$ cat config.mk
export PLATFORM = sky130hd
export DESIGN_NAME = pw_pattern_matcher
export DESIGN_NICKNAME = d
export VERILOG_FILES = /design/src/rtl/pw_pattern_matcher.sv
export SDC_FILE = /design/constraint.sdc
export NUM_CORES = 1
export LEC_CHECK = 0
export CAP_MARGIN = 20
export CORE_MARGIN = 5
export CORE_UTILIZATION = 40
export DETAILED_ROUTE_END_ITERATION = 12
export PLACE_DENSITY = 0.66
export SYNTH_ARGS = -nofsm -noshare
export SYNTH_HDL_FRONTEND = slang
export SYNTH_SLANG_ARGS = --single-unit
$ cat constraint.sdc
create_clock -name fe_clk -period 3.2 [get_ports fe_clk]
set_clock_uncertainty 0.1 [all_clocks]
set_input_delay 0.96 -clock fe_clk [delete_from_list [all_inputs] [get_ports fe_clk]]
set_output_delay 0.96 -clock fe_clk [all_outputs]
set_load 0.005 [all_outputs]
$ cat src/rtl/pw_pattern_matcher.sv
// Byte-stream pattern matcher: compares the newest captured bytes against a masked,
// arm-time snapshot and emits a fixed-width, gap-separated match pulse for the trigger stage.
`timescale 1ns/1ps
module pw_pattern_matcher #(
    parameter int pBYTES     = 8,
    parameter int pHOLD      = 4,
    parameter int pGAP       = 4,
    parameter int pCNT_WIDTH = 16
) (
    input  logic                         fe_clk,
    input  logic                         resetn,
    input  logic                         I_arm,
    input  logic                         I_disarm,
    input  logic                         I_continuous,
    input  logic [8*pBYTES-1:0]          I_pattern,
    input  logic [8*pBYTES-1:0]          I_mask,
    input  logic [$clog2(pBYTES+1)-1:0]  I_pattern_bytes,
    input  logic [7:0]                   I_data,
    input  logic                         I_data_valid,
    output logic                         O_match,
    output logic                         O_armed,
    output logic [pCNT_WIDTH-1:0]        O_match_count
);

    localparam int LW   = $clog2(pBYTES + 1);
    localparam int TMAX = (pHOLD > pGAP) ? pHOLD : pGAP;
    localparam int TW   = $clog2(TMAX + 1);

    typedef enum logic [1:0] {IDLE, ARMED, HOLD, GAP} state_t;

    state_t              state, state_next;
    logic [7:0]          window  [pBYTES];
    logic [7:0]          shifted [pBYTES];
    logic [8*pBYTES-1:0] snap_pattern, snap_mask;
    logic [LW-1:0]       snap_len, eff_len, fill, fill_inc;
    logic                snap_cont;
    logic [TW-1:0]       timer, timer_next;
    logic                hit, arm_go, enter_armed, enter_hold;

    assign arm_go  = I_arm && !I_disarm;
    assign O_match = (state == HOLD);
    assign O_armed = (state == ARMED);

    // The hit is judged on the window as it will look after this edge's shift.
    always_comb begin
        shifted[0] = I_data;
        for (int i = 1; i < pBYTES; i++) begin
            shifted[i] = window[i-1];
        end
    end

    always_comb begin
        if (snap_len == '0) begin
            eff_len = LW'(1);
        end else if (snap_len > LW'(pBYTES)) begin
            eff_len = LW'(pBYTES);
        end else begin
            eff_len = snap_len;
        end
        fill_inc = (fill == LW'(pBYTES)) ? fill : fill + LW'(1);
        hit = I_data_valid && (state == ARMED) && (fill_inc >= eff_len);
        for (int i = 0; i < pBYTES; i++) begin
            if ((LW'(i) < eff_len) &&
                (((shifted[i] ^ snap_pattern[8*i +: 8]) & snap_mask[8*i +: 8]) != 8'h00)) begin
                hit = 1'b0;
            end
        end
    end

    // GAP holds pGAP-1 cycles; the ARMED cycle that collects the first fresh byte
    // is the last forced-low cycle, so back-to-back pulses are pHOLD+pGAP apart.
    always_comb begin
        state_next = state;
        timer_next = timer;
        if (I_disarm) begin
            state_next = IDLE;
        end else if (I_arm) begin
            state_next = ARMED;
        end else begin
            case (state)
                IDLE: state_next = IDLE;
                ARMED: begin
                    if (hit) begin
                        state_next = HOLD;
                        timer_next = '0;
                    end
                end
                HOLD: begin
                    if (timer == TW'(pHOLD - 1)) begin
                        state_next = GAP;
                        timer_next = '0;
                    end else begin
                        timer_next = timer + TW'(1);
                    end
                end
                GAP: begin
                    if (timer == TW'(pGAP - 2)) begin
                        state_next = snap_cont ? ARMED : IDLE;
                    end else begin
                        timer_next = timer + TW'(1);
                    end
                end
                default: state_next = IDLE;
            endcase
        end
    end

    assign enter_armed = (state_next == ARMED) && ((state != ARMED) || arm_go);
    assign enter_hold  = (state_next == HOLD) && (state != HOLD);

    always_ff @(posedge fe_clk or negedge resetn) begin
        if (!resetn) begin
            state <= IDLE;
            timer <= '0;
        end else begin
            state <= state_next;
            timer <= timer_next;
        end
    end

    always_ff @(posedge fe_clk or negedge resetn) begin
        if (!resetn) begin
            for (int i = 0; i < pBYTES; i++) begin
                window[i] <= 8'h00;
            end
        end else if (I_data_valid) begin
            for (int i = 0; i < pBYTES; i++) begin
                window[i] <= shifted[i];
            end
        end
    end

    always_ff @(posedge fe_clk or negedge resetn) begin
        if (!resetn) begin
            snap_pattern <= '0;
            snap_mask    <= '0;
            snap_len     <= '0;
            snap_cont    <= 1'b0;
        end else if (arm_go) begin
            snap_pattern <= I_pattern;
            snap_mask    <= I_mask;
            snap_len     <= I_pattern_bytes;
            snap_cont    <= I_continuous;
        end
    end

    // Only bytes seen while ARMED count, so a re-match always needs N fresh bytes.
    always_ff @(posedge fe_clk or negedge resetn) begin
        if (!resetn) begin
            fill <= '0;
        end else if (enter_armed) begin
            fill <= '0;
        end else if ((state == ARMED) && I_data_valid) begin
            fill <= fill_inc;
        end
    end

    always_ff @(posedge fe_clk or negedge resetn) begin
        if (!resetn) begin
            O_match_count <= '0;
        end else if (arm_go) begin
            O_match_count <= '0;
        end else if (enter_hold && (O_match_count != '1)) begin
            O_match_count <= O_match_count + pCNT_WIDTH'(1);
        end
    end

endmodule

# After elaboration in Yosys (flattened, before gate mapping)
# Cells that the tools add are included.
# word_totals
register_bits,214
word_cells,115
in_bits,146
out_inout_bits,18
# op_classes
eq_ne,13
n_lt_le_gt_ge,10
reduce_logical,30
muxes,26
n_addsub,3
bitwise,18
# ops
operator,n
bitwise AND 8 bit,8
nonzero test 8 bit,8
XOR 8 bit,8
two-way mux 16 bit,2
two-way mux 4 bit,5
adder 16 x 1 -> 16 bit (second input constant),1
< comparator 3 x 4 -> 1 bit (first input constant),4
!= test 16 bit (second input constant),1
logical AND 1 bit,14
two-way mux 2 bit,5
two-way mux 1 bit,9
two-way mux 3 bit,3
one-hot mux 3 bit (3 select lines),1
< comparator 1 x 4 -> 1 bit (first input constant),2
< comparator 2 x 4 -> 1 bit (first input constant),2
one-hot mux 2 bit (4 select lines),1
equality test 2 bit (second input constant),3
equality test 3 x 2 -> 1 bit (second input constant),2
AND reduction 5 bit,1
adder 4 x 1 -> 4 bit (second input constant),1
equality test 2 x 1 -> 1 bit (second input constant),2
equality test 4 bit (second input constant),1
greater-or-equal comparator 4 bit,1
greater-than comparator 4 bit (second input constant),1
10 further kinds,14

# Depth between registers and ports, before layout
# Gate-level depths: netlist of run 1.
# logic_depth
word_depth,22
mapped_depth,16
ltp_nobuf,14

# Least setup slack after synthesis of run 1
# No wires, ideal clock.
# synth_path
path_kind,in2reg
startpoint,input port I_data[2]
endpoint,register O_match_count[15]
slack_ns,-0.092
path_buffers,1
stages,9
arrival_ns,3.114
setup_ns,0.078
t_required_ns,3.022
path_cell_list,xor2_1 > a222oi_1 > nand4_1 > a311oi_1 > o21ai_1 > or4_1 > buf_2 > or4_1 > a21oi_1
# synth_between
elab_chain_cells,20
# synth_rtl
item,line,rtl
from (decl),18,"input logic [7:0] I_data,"
XOR 8 bit,64,(((shifted[i] ^ snap_pattern[8*i +: 8]) & snap_mask[8*i +: 8]) != 8'h00)) begin
bitwise AND 8 bit,64,
nonzero test 8 bit,64,
logical AND 1 bit,63,if ((LW'(i) < eff_len) &&
two-way mux 1 bit (8 in series),63,
two-way mux 2 bit,83,if (hit) begin
one-hot mux 2 bit (4 select lines),80,case (state)
two-way mux 2 bit,77,end else if (I_arm) begin
two-way mux 2 bit,75,if (I_disarm) begin
equality test 2 bit,109,assign enter_hold = (state_next == HOLD) && (state != HOLD);
logical AND 1 bit,109,
logical AND 1 bit,163,end else if (enter_hold && (O_match_count != '1)) begin
nonzero test 2 bit (no line),-,
to (signal assigned),164,O_match_count <= O_match_count + pCNT_WIDTH'(1);
to (decl),22,output logic [pCNT_WIDTH-1:0] O_match_count
# No other way between the ends.
# A chain may end at the register's enable or synchronous reset.

# Worst setup path after layout of run 1
# layout_path
startpoint,register fill[1]
endpoint,register O_match_count[14]
# layout_between
elab_chain_cells,20
elab_cells_between_ends,21
classes_between,add/sub: 1; order compare: 1; eq/ne: 2; mux: 13; reduce/logical: 4
# layout_rtl
item,line,rtl
from (decl),35,"logic [LW-1:0] snap_len, eff_len, fill, fill_inc;"
from (signal assigned),154,fill <= fill_inc;
adder 4 x 1 -> 4 bit / equality test 4 bit (equally long branches),60,fill_inc = (fill == LW'(pBYTES)) ? fill : fill + LW'(1);
two-way mux 4 bit *,60,
greater-or-equal comparator 4 bit *,61,hit = I_data_valid && (state == ARMED) && (fill_inc >= eff_len);
logical AND 1 bit *,61,
two-way mux 1 bit * (8 in series),63,
two-way mux 2 bit *,83,
one-hot mux 2 bit (4 select lines) *,80,
two-way mux 2 bit *,77,
two-way mux 2 bit *,75,
equality test 2 bit *,109,
logical AND 1 bit *,109,
logical AND 1 bit *,163,
nonzero test 2 bit (no line) *,-,
# Every way passes the cells marked *; elsewhere a longest branch is shown, timed or not.

==> results.yml, run 1 <==
drt:
  wl_per_cell_um: 15.3
  wl_um: 22900
  drt-vias-per-instance: 4.78
  drcViolationCount: 0
  drtAntennaViolNets: 0
  drtIter0Drc: 387
  vias: 7174
  drt_pass1_iterations: 4
clock_network:
  cts.sinks: 214
  ctsLongestPathBuffers: 3
  htree_num_levels: 1
  clkTransAtPathRegs_ps: 60
  cts_tree: "yes"
  cts_root_buf: "clkbuf_16"
  insertion_delay_ps: 520
  holdBufCountCts: 0
  cts_buffers: 24
setup_path:
  cp_cell_sequence: "inv_2, ha_4, nand2_4, nor2_4, xnor2_2, ha_1, nand2b_1, a211o_1, a21oi_1, a311oi_1, o21ai_1, or4_4, buf_6, or4_4, a21oi_2"
  worstSetupPathType: "reg -> reg"
  start_kind: "register"
  cpMaxStageDelayCell: "or4_4"
  path_buf_inv: 2
  crit_top_cell: "or4_4"
  arrival_ps: 3520
  worstPathMaxFanout: 5
  cpPeakStageDelay_ps: 550
  end_kind: "register"
  path_delay_family: "simple AND/OR/NAND/NOR gates"
  worstPathRequired_ps: 3530
synthesis:
  yosysTopAreaCell: "dfrtp_1"
  synth_warnings: 0
  yosysMostFrequentCell: "nand2_1"
  synth_area_leaders: "dfrtp_1 (57%), nand2_1 (16%), mux2_2 (6.7%)"
  synth_edf_count: 0
  ys_types: 42
  synth_top_area_share: 0.567
  synth-main-ff-cell: "dfrtp_1"
  syn-cell-area_um2: 9450
  yosysSeqAreaShare: 0.567
  avgSynthCellArea_um2: 9.74
  synthArstFlopShare: 1.00
  synth_common_cells: "nand2_1 (415), dfrtp_1 (214), xor2_1 (64)"
  synth_fp_nets: 1127
  syn_inst: 970
  ys_seq_elements: 214
sta:
  slew_headroom: 0.488
  tns_ps: 0
  maxSlewViolCount: 0
  tightestPinTransition_ps: 769
  clock.fmax_ghz: 0.314
  post-route-period-util: 0.994
  setup_viol: 0
  finalHoldViolCount: 0
  min_period_ps: 3180
  rsz0062_at_grt: "true"
global_route:
  grt_pass1_wl_um: 37000
  grt_pass1_vias: 7365
  gr-total-overflow: 0
  grt.total_usage: 0.170
  antenna_found_initial: 1
  grt_max_degree: 82
floorplanning:
  num_rows: 56
  dieWidth_um: 164
  fp.dieH_um: 164
  start_util: 0.405
  die_area_um2: 26800
  io_pins: 164
  core_um2: 23300
layout:
  multi_input_area_um2: 4050
  fin_nets: 1323
  area_delta_synth_final_pct: 34.1
  seq_area_um2: 5360
  drive_above_1_share: 0.151
  nFillCells: 2142
run_status:
  status: "complete, no violations"
power:
  peakVddDrop_mv: 0.345
  leakage_nw: 6.04
  finalPower_w: 0.00723
  powerDensity_nw_per_um2: 571
min_path:
  hold_path.class: "reg -> reg"
placement:
  dpl.hpwl_um: 16200
  io_buffers: 163
  place_congestion: 0.793
job:
  maxCapViolCount: 0
## placed cells by master, fill, tap and decap left out, drive strengths merged, types with 2 or more instances in the layout
master           n
xnor2            4
clkinv           7
o21ai           16
a22oi           31
nor2b            4
o31ai            2
and2             2
nand3           11
dlygate4sd2      6
and4             2
clkdlybuf4s50  154
or3             10
a211oi           2
clkbuf          36
or4              5
nand2          415
o22ai            2
and3             3
buf             52
nor2            16
inv              8
nand3b           3
xor2            64
mux2            56
mux2i            2
ha              11
nand2b           3
dfrtp          214
a41oi            2
nand4            9
a21oi           18
## repair_timing
item                                    CTS  global route
endpoints found under the setup margin   14            19
pin swaps                                 9            23
buffers inserted                          5             2
gates cloned                              1             0
resized for setup                        19            35
## registers in the layout (all words and copies together), names as in the netlist
register	count
snap_mask	64
snap_pattern	64
shifted	56
O_match_count	16
fill	4
snap_len	4
timer	3
state	2
snap_cont	1
## cell type report
cell class                      instances  share of cell area
Clock buffer                           34              0.0527
Inverter                                8             0.00237
Timing Repair Buffer                  214               0.164
Sequential cell                       214               0.423
Tap cell                              319              0.0315
Multi-Input combinational cell        704               0.320
Antenna cell                            1            0.000198
Clock inverter                          8             0.00632
## kinds of logic after synthesis
family,after synthesis,share of synthesized area
fa+ha+maj,11,0.0146
buf+inv,52,0.0217
simple gates,485,0.207
mux,58,0.0689
xor+xnor,68,0.0630
compound gates,82,0.0579
flops,214,0.567
## layer usage
| metal | vias to the layer above | track usage | wire length [um] |
|---|---|---|---|
| met1 | 3440 | 0.236 | 10700 |
| met2 | 135 | 0.282 | 10900 |
| met5 | - | 0 | 0 |
| li1 | 3565 | - | - |
| met4 | 0 | 0.0457 | 562 |
| met3 | 34 | 0.0232 | 800 |
## worst paths after layout
| check | from | to | slack, ps | cells past startpoint |
|---|---|---|---|---|
| worst max-delay path | fill[1]$_DFFE_PN0P_ | O_match_count[14]$_DFFE_PN0P_ | 20 | 15 |
| worst min-delay path | snap_mask[32]$_DFFE_PN0P_ | snap_mask[32]$_DFFE_PN0P_ | 380 | 2 |
| worst max register to register | fill[1]$_DFFE_PN0P_ | O_match_count[14]$_DFFE_PN0P_ | 20 | 15 |
| worst min register to register | snap_mask[32]$_DFFE_PN0P_ | snap_mask[32]$_DFFE_PN0P_ | 380 | 2 |
| max in group asynchronous | resetn | timer[1]$_DFFE_PN0P_ | 1830 | 2 |
| min in group asynchronous | resetn | snap_pattern[28]$_DFFE_PN0P_ | 390 | 1 |
## stage by stage
step / util / setup slack (ps) / hold slack, ps / cells / cell area (um^2)
4_1_cts: 0.537 / 8.72 / 379 / 1499 / 12500
3_3_place_gp: 0.502 / -756 / 359 / 1451 / 11700
2_1_floorplan: - / 11.8 / 345 / 970 / 9450
5_1_grt: 0.543 / -135 / 398 / 1502 / 12700
3_5_place_dp: 0.502 / -770 / 364 / 1451 / 11700
6_report: 0.543 / 17.8 / 376 / 1502 / 12700
## worst reg2reg max path, stage by stage, from the launching register on
cell and delay (ps):
dfrtp_1 380, inv_2 70, ha_4 140, nand2_4 60
nor2_4 140, xnor2_2 70, ha_1 260, nand2b_1 90
a211o_1 120, a21oi_1 60, a311oi_1 240, o21ai_1 120
or4_4 550, buf_6 150, or4_4 410, a21oi_2 140
## power by group
group          leakage, nW  internal (W)  switching [W]
clock network        0.370       0.00153        0.00107
registers             2.65       0.00310       0.000334
logic                 3.02      0.000656       0.000539
(Power assumes the default switching activity.)
==> run 2: changes to the inputs <==
Settings changed: CORE_MARGIN 5 to 1.
==> run 2 against run 1 <==
Effect of this change:
- the flow now finishes with violations (negative setup slack)
- total power rose by 1.5%
- non-clock buffer count fell by 5
- sequential share of layout area barely moved
- sequential cell count did not move
- hold slack improved by 0.98 ps
- critical path depth did not move
- worst setup slack got worse by 66 ps
- die area fell by 9.5%
- combinational power barely moved
- clock power rose by 4%
- cell area rose by 0.11%
- first-iteration DRC count fell by 11%
- highest routed layer unchanged
==> results.yml, run 2 (same netlist as run 1, synthesis figures left out) <==
setup_path:
  worstRegToRegCells: 15
  worstPathRequired_ps: 3530
  regToRegSetupSlack_ps: -50
  r2r_end: "O_match_count[12]$_DFFE_PN0P_"
  r2r-start: "fill[0]$_DFFE_PN0P_"
  cpPeakStageDelay_ps: 530
  start_kind: "register"
  cp_cell_sequence: "inv_2, ha_4, nand2_4, nor2_4, xnor2_2, ha_1, nand2b_4, a211o_1, a21oi_2, a311oi_1, o21ai_1, or4_4, bufbuf_16, or3_1, a21oi_2"
  worstPathMaxFanout: 5
  worstSetupPathType: "reg -> reg"
  arrival_ps: 3580
  cpMaxStageDelayCell: "or4_4"
  crit_top_cell: "a21oi_2"
  end_kind: "register"
drt:
  wl_um: 22600
  drcViolationCount: 0
  drtAntennaViolNets: 0
  drt-vias-per-instance: 4.82
  vias: 7184
  drt_pass1_iterations: 4
  wl_per_cell_um: 15.1
  drtIter0Drc: 344
job:
  maxCapViolCount: 0
placement:
  io_buffers: 163
  place_congestion: 0.777
  placed_cells: 1442
  dpl.hpwl_um: 15800
  dpl_worst_slack_ps: -802
power:
  peakVddDrop_mv: 0.277
  powerDensity_nw_per_um2: 578
  finalPower_w: 0.00733
  leakage_nw: 6.07
sta:
  slew_headroom: 0.489
  tns_ps: -231
  timing.final.ws_setup_ps: -48.5
  post-route-period-util: 1.02
  maxSlewViolCount: 0
  clock.fmax_ghz: 0.308
  min_period_ps: 3250
  finalHoldViolCount: 0
  tightestPinTransition_ps: 767
  setup_viol: 6
  rsz0062_at_grt: "true"
layout:
  multi_input_area_um2: 4030
  fin_nets: 1317
  seq_area_um2: 5360
  antenna_cells: 0
  final_cell_mix: "nand2_1 (414), dfrtp_1 (214), clkdlybuf4s50_1 (153)"
  nFillCells: 2029
  final_common_cell: "nand2_1"
  area_delta_synth_final_pct: 34.2
  utilization: 0.553
  stdcell_count: 1489
  drive_above_1_share: 0.144
global_route:
  grt_pass1_vias: 7130
  antenna_found_initial: 0
  grt.total_usage: 0.187
  gr-total-overflow: 0
  grt_max_degree: 85
  grt_pass1_wl_um: 36100
floorplanning:
  io_pins: 164
  fp.dieH_um: 156
  dieWidth_um: 156
  start_util: 0.412
  die_area_um2: 24200
  num_rows: 55
  core_um2: 22900
run_status:
  violations: "negative setup slack"
  status: "finished, violations left"
clock_network:
  ctsLongestPathBuffers: 3
  cts_root_buf: "clkbuf_16"
  cts.sinks: 214
  clkTransAtPathRegs_ps: 60
  cts_tree: "yes"
  htree_num_levels: 1
  cts_buffers: 23
  holdBufCountCts: 0
  insertion_delay_ps: 520
min_path:
  worstHoldEndpoint: "snap_mask[4]$_DFFE_PN0P_"
  min_from: "snap_mask[4]$_DFFE_PN0P_"
  min_path_cells: 2
  hold_path.class: "reg -> reg"
==> run 2: cell count changes in the layout (fill, tap and decap cells not counted), moves of 2 or more <==
cell	before	now
buf_4	40	35
clkbuf_8	4	9
o21ai_0	9	13
buf_6	3	0
clkinv_2	5	2
buf_12	6	8
clkbuf_1	7	5
o21ai_1	5	3
o21ai_2	2	0
==> run 2: power by group <==
| group | internal [W] | switching (W) | total (W) |
|---|---|---|---|
| Combinational | 0.000651 | 0.000537 | 0.00119 |
| Clock | 0.00167 | 0.00105 | 0.00271 |
| Sequential | 0.00310 | 0.000334 | 0.00343 |
| Total | 0.00541 | 0.00192 | 0.00733 |
==> run 2: repair_timing <==
item | CTS | global route
gates cloned | 2 | 0
setup endpoints to repair | 13 | 19
pin swaps | 21 | 14
resized for setup | 23 | 21
setup buffers | 3 | 1
==> run 2: per-stage QoR <==
stage,hold WS [ps],area (um^2)
floorplan,345,9450
global placement,359,11700
detailed placement,364,11700
CTS,380,12600
global route,390,12700
finish,377,12700
==> run 2: critical path: cells and delay by family (launching register included) <==
| family | cells | cell delay [ps] |
|---|---|---|
| AOI/OAI and AO/OA | 5 | 670 |
| xor gates and xnor gates | 1 | 70 |
| adders and majority gates | 2 | 410 |
| buffers and inverters | 2 | 370 |
| DFF | 1 | 390 |
| and+or+nand+nor | 5 | 1180 |
==> run 2: area by class of cell <==
cell class,instances,share of cell area
repair buffers,209,0.165
clock inverters,5,0.00622
clock buffers,36,0.0556
well taps,313,0.0309
flip-flops and latches,214,0.422
multi-input cells,704,0.318
inverters,8,0.00237
==> run 2: per-layer routing <==
layer  vias to the layer above  global-route usage  part of all wire  wire (um)
met5                         -                   0                 0          0
met4                         0              0.0444             0.017        393
met2                       177               0.298              0.46      10400
met1                      3417               0.272              0.48      10900
li1                       3560                   -                 -          -
met3                        30              0.0244             0.040        901
==> run 2: worst max path at each step <==
stage	startpoint	endpoint	slack (ps)	cells past startpoint
global route	fill[1]$_DFFE_PN0P_	O_match_count[12]$_DFFE_PN0P_	-160	15
detailed placement	I_data[2]	O_match_count[9]$_DFFE_PN0P_	-800	11
finish	fill[0]$_DFFE_PN0P_	O_match_count[12]$_DFFE_PN0P_	-50	15
CTS	fill[0]$_DFFE_PN0P_	O_match_count[5]$_DFFE_PN0P_	-20	15
global placement	I_data[2]	O_match_count[15]$_DFFE_PN0P_	-770	10
floorplan	I_data[2]	O_match_count[15]$_DFFE_PN0P_	10	9
==> run 3: changes to the inputs <==
==> constraint.sdc (replaced) <==
create_clock -name fe_clk -period 3.2 [get_ports fe_clk]
set_clock_uncertainty 0.1 [all_clocks]
set_input_delay 0.48 -clock fe_clk [delete_from_list [all_inputs] [get_ports fe_clk]]
set_output_delay 0.48 -clock fe_clk [all_outputs]
set_load 0.005 [all_outputs]
==> run 3 against run 2 <==
Effect of this change:
- the run still ends with negative setup slack left
- combinational power about the same
- clock power rose by 8.1%
- final cell count shrank 0.40%
- fmax increased by 0.95%
- sequential power hardly changed
- die area is the same
- critical endpoint is now O_match_count[15]$_DFFE_PN0P_
==> results.yml, run 3 (same netlist as run 1, synthesis figures left out) <==
power:
  clkPwrFrac: 0.389
  p_int_w: 0.00559
  finalPower_w: 0.00754
  power_frac_seq: 0.456
  peakVddDrop_mv: 0.320
  swShare: 0.258
  power.switching_w: 0.00195
  powerDensity_nw_per_um2: 596
  leakage_nw: 6.01
  pwr-share-comb: 0.155
drt:
  wl_per_cell_um: 15.0
  drcViolationCount: 0
  drt_pass1_iterations: 4
  vias: 7270
  drt-vias-per-instance: 4.90
  wl_um: 22300
  drtIter0Drc: 354
  drtAntennaViolNets: 0
floorplanning:
  fp.dieH_um: 156
  dieWidth_um: 156
  start_util: 0.412
  die_area_um2: 24200
  io_pins: 164
  core_um2: 22900
  num_rows: 55
sta:
  slew_headroom: 0.479
  post-route-period-util: 1.01
  maxSlewViolCount: 0
  setup_viol: 2
  min_period_ps: 3220
  timing.final.ws_setup_ps: -17.8
  rsz0062_at_grt: "true"
  finalHoldViolCount: 0
  tightestPinTransition_ps: 781
  fin_hold_ws_ps: 374
  clock.fmax_ghz: 0.311
layout:
  area_delta_synth_final_pct: 33.8
  fin_area_um2: 12600
  final_common_cell: "nand2_1"
  stdcell_count: 1483
  utilization: 0.552
  fin_nets: 1309
  nFillCells: 2030
  drive_above_1_share: 0.132
  antenna_cells: 0
  final_cell_mix: "nand2_1 (414), dfrtp_1 (214), clkdlybuf4s50_1 (161)"
clock_network:
  htree_num_levels: 1
  ctsLongestPathBuffers: 3
  insertion_delay_ps: 510
  clkTransAtPathRegs_ps: 60
  cts_root_buf: "clkbuf_16"
  cts_tree: "yes"
  cts_buffers: 25
  cts.sinks: 214
placement:
  place_area_um2: 11600
  io_buffers: 163
  dpl.hpwl_um: 15400
  place_congestion: 0.786
  placed_cells: 1430
setup_path:
  arrival_ps: 3550
  path_buf_inv: 2
  cpPeakStageDelay_ps: 520
  start_kind: "register"
  worstSetupPathType: "reg -> reg"
  regToRegSetupSlack_ps: -20
  end_kind: "register"
  cp_cell_sequence: "inv_2, ha_4, nand2_4, nor2_4, xnor2_2, ha_1, nand2b_4, a211o_1, a21oi_2, a311oi_1, o21ai_1, or4_4, buf_6, or4_4, a21oi_2"
  cpMaxStageDelayCell: "or4_4"
  path_delay_family: "simple AND/OR/NAND/NOR gates"
  worstPathMaxFanout: 6
  worstPathRequired_ps: 3540
global_route:
  gr-total-overflow: 0
  grt.total_usage: 0.190
  grt_pass1_vias: 7289
  antenna_found_initial: 0
  grt_pass1_wl_um: 36600
  grt_max_degree: 89
run_status:
  violations: "negative setup slack"
  status: "finished, violations left"
job:
  maxCapViolCount: 0
min_path:
  hold_path.class: "reg -> reg"
==> run 3: changes by cell type in the layout (fill, tap and decap cells not counted), sizes merged <==
cell	previous run	this run
clkbuf	37	40
dlygate4sd3	0	1
clkdlybuf4s50	153	161
bufbuf	1	0
buf	47	36
bufinv	2	3
dlygate4sd2	7	0
==> run 3: per-layer routing <==
metal | global-route usage | wire length, um | vias to the layer above
li1 | - | - | 3550
met1 | 0.262 | 10200 | 3482
met2 | 0.312 | 10500 | 204
met3 | 0.0317 | 1200 | 34
met4 | 0.0472 | 430 | 0
met5 | 0 | 0 | -
==> run 3: worst reg2reg max path: stages (launching register included) <==
cell	delay, ps
dfrtp_1	380
inv_2	80
ha_4	140
nand2_4	60
nor2_4	120
xnor2_2	80
ha_1	280
nand2b_4	110
a211o_1	130
a21oi_2	60
a311oi_1	200
o21ai_1	130
or4_4	520
buf_6	150
or4_4	470
a21oi_2	130
==> run 3: power by group through the flow <==
| stage | logic (W) | registers, W | clock network, W |
|---|---|---|---|
| CTS | 0.00118 | 0.00344 | 0.00300 |
| finish | 0.00117 | 0.00344 | 0.00293 |
| detailed placement | 0.00116 | 0.00348 | 0 |
| floorplan | 0.000709 | 0.00336 | 0 |
| global placement | 0.00113 | 0.00347 | 0 |
| global route | 0.00131 | 0.00349 | 0.00311 |
==> run 3: timing repair <==
action,in CTS,in global routing
buffers inserted,5,0
endpoints found under the hold margin,85,0
hold buffers,1,0
setup endpoints to repair,10,20
cloned,2,0
gates resized for setup,13,20
pin swaps,16,10
==> run 3: per-stage QoR <==
stage,worst slack [ps],setup TNS [ps]
detailed placement,-436,-4680
CTS,-23.1,-31.1
global placement,-404,-4360
floorplan,65.2,0
finish,-17.8,-35.4
global route,-137,-1130
==> run 3: layout make-up <==
cell class	instances	area (um^2)	share of cell area
clock buffer	39	758	0.0600
multi-input combinational	704	4020	0.318
inverter	8	30.0	0.00238
clock inverter	6	109	0.00861
timing repair buffer	199	1980	0.156
sequential	214	5360	0.424
tap	313	392	0.0310
==> run 3: path summary, 6_finish.rpt <==
kind                                      startpoint                             to  depth (start not counted)
setup / recovery                 fill[0]$_DFFE_PN0P_  O_match_count[15]$_DFFE_PN0P_                         15
hold / removal             snap_mask[50]$_DFFE_PN0P_      snap_mask[50]$_DFFE_PN0P_                          2
setup reg to reg                 fill[0]$_DFFE_PN0P_  O_match_count[15]$_DFFE_PN0P_                         15
min in group asynchronous                     resetn   snap_pattern[28]$_DFFE_PN0P_                          2
max in group asynchronous                     resetn   snap_pattern[23]$_DFFE_PN0P_                          3
hold reg to reg            snap_mask[50]$_DFFE_PN0P_      snap_mask[50]$_DFFE_PN0P_                          2
